[src/rtl/lfsr_stream.sv]
// lfsr_stream: parametrised Fibonacci LFSR exposed as a valid/ready word stream.
// The state register is the output word. STEP single-bit shifts are chained
// combinationally per advance. A runtime seed can be loaded at any time, and
// an all-zero state (which the LFSR could never leave) is replaced by SEED.
module lfsr_stream #(
  parameter int          WIDTH    = 32,
  parameter logic [63:0] TAPS     = 64'h0000_0000_088C_8892,
  parameter logic [63:0] SEED     = 64'd1331166,
  parameter int          STEP     = 1,
  parameter int          FREE_RUN = 0
) (
  input  logic             clk_i,
  input  logic             reset_i,
  input  logic             en_i,
  input  logic             load_i,
  input  logic [WIDTH-1:0] seed_i,
  input  logic             ready_i,
  output logic             valid_o,
  output logic [WIDTH-1:0] data_o,
  output logic             lockup_o
);

  localparam logic [WIDTH-1:0] TAPS_W = TAPS[WIDTH-1:0];
  localparam logic [WIDTH-1:0] SEED_W = SEED[WIDTH-1:0];

  // Reject configurations that cannot produce a usable sequence.
  if (WIDTH < 2 || WIDTH > 64) begin : g_bad_width
    $error("lfsr_stream: WIDTH must be in 2..64");
  end
  if (SEED_W == '0) begin : g_bad_seed
    $error("lfsr_stream: SEED truncated to WIDTH must be nonzero");
  end
  if (STEP < 1 || STEP > WIDTH) begin : g_bad_step
    $error("lfsr_stream: STEP must be in 1..WIDTH");
  end

  logic [WIDTH-1:0] state;
  logic [WIDTH-1:0] stepped;
  logic [WIDTH-1:0] cand;
  logic             valid;
  logic             adv;
  logic             write;
  logic             zero_hit;

  // Chain STEP single-bit shifts so one advance costs one cycle.
  always_comb begin
    stepped = state;
    for (int i = 0; i < STEP; i++) begin
      stepped = {stepped[WIDTH-2:0], ^(stepped & TAPS_W)};
    end
  end

  // In handshake mode only a word the consumer actually took moves the state.
  assign adv = (FREE_RUN != 0) ? en_i : (en_i & valid & ready_i);

  // Select the next value: load beats advance beats hold; flag an all-zero write.
  always_comb begin
    cand     = state;
    write    = 1'b0;
    if (load_i) begin
      cand  = seed_i;
      write = 1'b1;
    end else if (adv) begin
      cand  = stepped;
      write = 1'b1;
    end
    zero_hit = write && (cand == '0);
  end

  // State, valid and lock-up pulse registers; reset restarts from SEED.
  always_ff @(posedge clk_i or posedge reset_i) begin
    if (reset_i) begin
      state    <= SEED_W;
      valid    <= 1'b0;
      lockup_o <= 1'b0;
    end else begin
      state    <= zero_hit ? SEED_W : cand;
      valid    <= en_i;
      lockup_o <= zero_hit;
    end
  end

  assign data_o  = state;
  assign valid_o = valid;

endmodule

[config.mk]
export PLATFORM = sky130hd
export DESIGN_NAME = lfsr_stream
export DESIGN_NICKNAME = d
export VERILOG_FILES = /design/src/rtl/lfsr_stream.sv
export SDC_FILE = /design/constraint.sdc
export NUM_CORES = 1
export LEC_CHECK = 0
export CAP_MARGIN = 40
export CORE_MARGIN = 8
export CORE_UTILIZATION = 30
export DETAILED_ROUTE_END_ITERATION = 10
export SLEW_MARGIN = 30
export SYNTH_ARGS = -nofsm -noshare
export SYNTH_HDL_FRONTEND = slang
export SYNTH_SLANG_ARGS = --single-unit
[constraint.sdc]
create_clock -name clk_i -period 3.5 [get_ports clk_i]
set_clock_uncertainty 0.05 [all_clocks]
set_input_delay 0.7 -clock clk_i [delete_from_list [all_inputs] [get_ports clk_i]]
set_output_delay 0.7 -clock clk_i [all_outputs]
set_load 0.05 [all_outputs]
==> out/qor.yml, run 1 <==
gp_congestion: 0.852
slowest_delay_ns: 0.67
grt_pass1_wl_um: 11000
cp_max_fo: 14
yosys.area_share.simple_pct: 19.0
cts_setup_buffers: 0
drv_cap: 0
yosysTopAreaCell: "dfrtp_1"
synth_top_family_by_area: "compound AO/OA/AOI/OAI gates"
synth_edf_count: 0
synth_top_flop_cell: "dfrtp_1"
slowest_stage: "or4_4"
timing.critical_path.buf_inv: 1
antenna_left: 0
synth_cells: 225
utilization_pct: 45.7
rsz0062_at_grt: "false"
vias: 1978
drt-initial-drc-count: 87
path_depth: 8
required_ns: 3.66
clock_latency_ns: 0.28
ios: 71
route.detailed.drc: 0
dp_slack_ns: 0.00640
crit_arrival_ns: 3.36
rrSetupSlack_ns: 0.85
post-dp-hpwl_um: 5170
fin_setup_tns_ns: 0
min_period_ns: 3.20
max_freq_ghz: 0.313
cp-start-kind: "input pin"
hold_ws_ns: 0.535
numCtsBuffers: 5
num_rows: 29
cp-end-kind: "register"
power_leakage_nw: 1.25
initial_core_util_pct: 31.0
yosys.area_share.adder_pct: 0
yosysSeqAreaShare_pct: 44.0
hold_buffers: 0
die-area_um2: 9420
area_delta_synth_final_pct: 47.3
grt_usage_pct: 14.2
cts_htree_levels: 2
grt_pass1_vias: 2156
die_w_um: 97.1
root_buffer: "clkbuf_8"
cts_tree: "built"
outcome: "finished clean"
hold_class: "reg2reg"
drt-vias-per-instance: 5.23
synth_top_area_share_pct: 26.7
synth-compound-area-share_pct: 20.6
criticalPathCategory: "in2reg"
synth.avg_cell_area_um2: 8.76
final_common_cell: "clkdlybuf4s50_1"
p_per_area_nw_per_um2: 433
wl_per_cell_um: 17.6
cts_resized: 0
hold_viol: 0
drive_gt1_share_pct: 14.0
nets: 337
grt_max_degree: 35
setup_viol: 0
io_buffers: 70
layout_common_cells: "clkdlybuf4s50_1, nand2_1, a21oi_1, dfrtp_1, o21ai_0"
ys_types: 41
synth.ff_latch_count: 34
drv_slew: 0
synthXorXnorAreaFrac_pct: 3.81
synthesis.area_um2: 1970
ys_warn_count: 0
tightest_slew_ns: 0.511
r2r_cells: 7
fin_ws_ns: 0.303
min_path_cells: 2
path_clk_slew_ns: 0.07
async_reset_ff_share_pct: 100
antenna_cells: 0
path_delay_family: "simple AND/OR/NAND/NOR gates"
syn-num-nets: 262
grt_overflow: 0
postRouteWirelength_um: 6670
dr.pass1.iters: 4
slew-limit-headroom_pct: 65.8
crit_chain: "clkdlybuf4s50_1, and3_1, mux2_2, o32a_1, a211oi_2, nand4_1, or4_4, o21ai_0"
cts_sinks: 34
die_y_um: 97.1
antenna_found_initial: 0
synthMuxAreaShare_pct: 7.49
yosys-top-cells-area: "dfrtp_1, dfstp_2, nand2_1, a21oi_1, mux2i_1"
clk_path_buf_depth: 2
peakVddDrop_mv: 0.175
layout_worst_path_cycle_share_pct: 91.3
core_um2: 6350
## kinds of logic (layout without fill, tap and decap cells)
group / count (synthesis) / after routing
mux: 14 / 14
flops: 34 / 34
compound gates: 64 / 64
simple gates: 84 / 84
xor+xnor: 7 / 7
buf+inv: 22 / 98
## metrics by stage
step / std cells / instance area [um2] / power, W
after floorplan: 225 / 1970 / 0.000774
after global placement: 370 / 2810 / 0.000960
after CTS: 378 / 2900 / 0.00127
final: 378 / 2900 / 0.00126
after global routing: 378 / 2900 / 0.00132
after detailed placement: 370 / 2810 / 0.000962
## power by group
part	switching [W]	internal [W]
clock network	0.000145	0.000159
logic	0.000268	0.000187
registers	0.0000526	0.000445
total	0.000465	0.000791
## path summary, 6_finish.rpt
check                                             to            startpoint
worst max-delay path             data_o[7]$_DFF_PP1_                  en_i
worst min-delay path            data_o[13]$_DFF_PP0_  data_o[13]$_DFF_PP0_
worst min register to register  data_o[13]$_DFF_PP0_  data_o[13]$_DFF_PP0_
worst max register to register   data_o[7]$_DFF_PP1_     valid_o$_DFF_PP0_
min in group asynchronous       data_o[26]$_DFF_PP0_               reset_i
max in group asynchronous        data_o[2]$_DFF_PP1_               reset_i
## final cells by class
cell class / count / area [um2]
Clock buffer: 7 / 86.3
Clock inverter: 1 / 5.00
Fill cell: 632 / 3450
Inverter: 8 / 30.0
Multi-Input combinational cell: 169 / 1000
Sequential cell: 34 / 867
Tap cell: 77 / 96.3
Timing Repair Buffer: 82 / 816
## synth_stat cells, types with 2 or more instances
cell type and number:
nor2_1 7, nand3_1 6, nor4_1 4, mux2i_1 8, inv_1 6, and3_1 3
a31oi_1 5, clkbuf_1 8, mux2_2 6, nand2_1 52, xor2_1 2, a211oi_1 2
a21oi_1 23, nand2b_1 2, a41o_1 3, xnor2_1 4, buf_2 3, a2bb2oi_1 3
a2111oi_0 3, o21a_1 3, dfrtp_1 21, buf_6 2, dfstp_2 13, o21ai_0 14
nor3_1 6
## sequential cells by signal, indices dropped and copies added (netlist names)
| register | flops |
|---|---|
| valid_o | 1 |
| data_o | 32 |
| lockup_o | 1 |
## metal layers
metal | track usage, % | vias up | share of wire [%]
met5 | 0 | - | 0
met4 | 4.62 | 0 | 1.2
met3 | 3.49 | 7 | 4.7
met2 | 24.2 | 55 | 49
met1 | 17.0 | 960 | 45
li1 | - | 956 | -
## worst min-delay path: cells and delay by family, from the launching register on
kind            cells  cell delay (ns)
simple gates        1             0.07
compound gates      1             0.07
flops               1             0.40
(Power assumes the default switching activity.)
==> inputs of run 2 (changes only) <==
--- a/config.mk
+++ b/config.mk
@@ -6,4 +6,5 @@
 export NUM_CORES = 1
 export LEC_CHECK = 0
+export ABC_AREA = 1
 export CAP_MARGIN = 40
 export CORE_MARGIN = 8
--- a/constraint.sdc
+++ b/constraint.sdc
@@ -3,3 +3,3 @@
 set_input_delay 0.7 -clock clk_i [delete_from_list [all_inputs] [get_ports clk_i]]
 set_output_delay 0.7 -clock clk_i [all_outputs]
-set_load 0.05 [all_outputs]
+set_load 0.005 [all_outputs]
==> out/qor.yml, run 2 <==
min_period_ns: 2.74  # -0.458 ns
grt_pass1_wl_um: 10900  # -1.4%
cts_setup_buffers: 0  # unchanged
yosysMostFrequentCell: "nand2_1"
gp_congestion: 0.755  # -11%
clock_latency_ns: 0.29  # about the same
fin_setup_tns_ns: 0  # unchanged
total_power_w: 0.00128  # +2.1%
cts_htree_levels: 2  # unchanged
fin_ws_ns: 0.761  # +0.458 ns
grt_max_degree: 36  # +2.9%
rrSetupSlack_ns: 1.30  # +0.45 ns
ys_types: 26  # -37%
synth_top_area_share_pct: 23.1  # -3.6 points
min_to: "data_o[31]$_DFF_PP0_"
area_delta_synth_final_pct: 40.7
postRouteWirelength_um: 6480  # -2.9%
p_per_area_nw_per_um2: 401  # -7.4%
wl_met3_um: 490  # +56%
grt_pass1_vias: 2292  # +6.3%
ios: 71  # unchanged
yosysTopAreaCell: "dfrtp_1"
synth_top_flop_cell: "dfrtp_1"
tightest_slew_ns: 0.504  # -0.00711 ns
async_reset_ff_share_pct: 100  # unchanged
synth.ff_latch_count: 34  # unchanged
antenna_cells: 0  # unchanged
ys_warn_count: 0  # unchanged
multiInputGateArea_um2: 1140  # +14%
drt-initial-drc-count: 97  # +11%
wl_met2_um: 2960  # -9.7%
nFillCells: 794  # +26%
route.detailed.drc: 0  # unchanged
outcome: "finished clean"
yosysSeqAreaShare_pct: 38.1  # -5.9 points
nets: 430  # +28%
cp_max_fo: 27  # +13
dr.pass1.iters: 4  # unchanged
cts_sinks: 34  # unchanged
synth.avg_cell_area_um2: 7.02  # -20%
final_common_cell: "nand2_1"
drt-met1-wl_um: 2980  # -0.87%
top_layer: "met4"
setup_viol: 0  # unchanged
cp-end-kind: "register"
rr_endpoint: "data_o[2]$_DFF_PP1_"
slew-limit-headroom_pct: 66.4  # +0.58 points
wl_per_cell_um: 13.1  # -26%
cts_resized: 0  # unchanged
grt_overflow: 0  # unchanged
die_y_um: 103  # +6.2%
io_buffers: 70  # unchanged
criticalPathCategory: "in2reg"
layout_worst_path_cycle_share_pct: 78.3  # -13 points
cp-start-kind: "input pin"
synthesis.area_um2: 2270  # +15%
grt_usage_pct: 13.0  # -1.2 points
drive_gt1_share_pct: 22.1  # +8.1 points
core_um2: 7290  # +15%
die-area_um2: 10600  # +13%
cts_tree: "built"
syn-num-nets: 361  # +38%
path_clk_slew_ns: 0.07  # about the same
drv_cap: 0  # unchanged
drt-vias-per-instance: 4.37  # -16%
yosys-top-cells-area: "dfrtp_1, nand2_1, dfstp_2, nand2_2, inv_1"
largest_reg_flops: 32  # unchanged
hp-start: "data_o[31]$_DFF_PP0_"
crit_arrival_ns: 2.92  # -0.44 ns
die_w_um: 103  # +6.2%
min_path_cells: 4  # +2
yosys-top-cells-count: "nand2_1, inv_1, nand2_2, dfrtp_1, nand3_1"
r2r_cells: 12  # +5
max_freq_ghz: 0.365  # +17%
dp_slack_ns: 0.448  # +0.442 ns
clk_path_buf_depth: 2  # unchanged
hold_viol: 0  # unchanged
rsz0062_at_grt: "false"
layout_common_cells: "nand2_1, clkdlybuf4s50_1, inv_1, nand2_2, dfrtp_1"
hold_buffers: 0  # unchanged
synth_edf_count: 0  # unchanged
vias: 2156  # +9.0%
power_leakage_nw: 1.63  # +30%
antenna_found_initial: 0  # unchanged
antenna_left: 0  # unchanged
post-dp-hpwl_um: 4880  # -5.6%
synth_cells: 324  # +44%
numCtsBuffers: 5  # unchanged
peakVddDrop_mv: 0.151  # -14%
reg2reg_from: "valid_o$_DFF_PP0_"
hold_class: "reg2reg"
final-seq-area_um2: 867  # unchanged
initial_core_util_pct: 31.2  # +0.14 points
root_buffer: "clkbuf_8"
num_rows: 31  # +6.9%
drv_slew: 0  # unchanged
required_ns: 3.68  # +0.02 ns
-- run 2: final cells by class --
cell class | count | area share, %
Multi-Input combinational cell | 230 | 35.7
Tap cell | 99 | 3.87
Inverter | 48 | 5.63
Clock buffer | 6 | 2.58
Timing Repair Buffer | 74 | 23.2
Clock inverter | 2 | 1.88
Sequential cell | 34 | 27.1
-- run 2: cell families (layout without fill, tap and decap cells) --
group / Yosys count / count (layout) / share of synthesized area (%)
and+or+nand+nor: 223 / 223 / 47.9
buffers and inverters: 60 / 130 / 11.7
DFF: 34 / 34 / 38.1
xor gates and xnor gates: 4 / 4 / 1.54
AOI/OAI and AO/OA: 3 / 3 / 0.770
-- run 2: per-stage QoR --
step / instance area [um2] / std cells / utilization [%] / hold slack (ns)
detailed placement: 3060 / 485 / 41.9 / 0.570
floorplan: 2270 / 324 / - / 0.534
global placement: 3060 / 485 / 41.9 / 0.540
global route: 3200 / 493 / 43.9 / 0.636
finish: 3200 / 493 / 43.9 / 0.581
CTS: 3200 / 493 / 43.9 / 0.588
-- run 2: power breakdown --
part	switching (W)	total, W	internal (W)
Combinational	0.000172	0.000347	0.000175
Sequential	0.0000329	0.000476	0.000443
Clock	0.000155	0.000459	0.000304
-- run 2: worst max path at each step --
| stage | from | to | slack [ns] | cells after the start |
|---|---|---|---|---|
| 2_1_floorplan | ready_i | data_o[20]$_DFF_PP1_ | 1.51 | 14 |
| 3_3_place_gp | en_i | data_o[2]$_DFF_PP1_ | 0.50 | 13 |
| 3_5_place_dp | en_i | data_o[2]$_DFF_PP1_ | 0.45 | 13 |
| 4_1_cts | en_i | data_o[2]$_DFF_PP1_ | 0.75 | 13 |
| 5_1_grt | en_i | data_o[2]$_DFF_PP1_ | 0.54 | 13 |
| 6_report | en_i | data_o[2]$_DFF_PP1_ | 0.76 | 13 |
-- run 2: routing by layer --
| metal | track usage [%] | vias up |
|---|---|---|
| li1 | - | 1099 |
| met1 | 16.7 | 976 |
| met2 | 20.9 | 74 |
| met3 | 3.65 | 7 |
| met4 | 3.23 | 0 |
| met5 | 0 | - |
-- run 2: worst max-delay path: stages --
cell and delay [ns]:
clkdlybuf4s50_1 0.62, inv_2 0.10, nor2_8 0.43, nand2_1 0.12, nand3_1 0.11, nand2_1 0.07, nor2_1 0.08, nand2_1 0.08
nor2_2 0.13, nand2_2 0.07, nor2_4 0.12, nand2_4 0.15, nand2_1 0.11
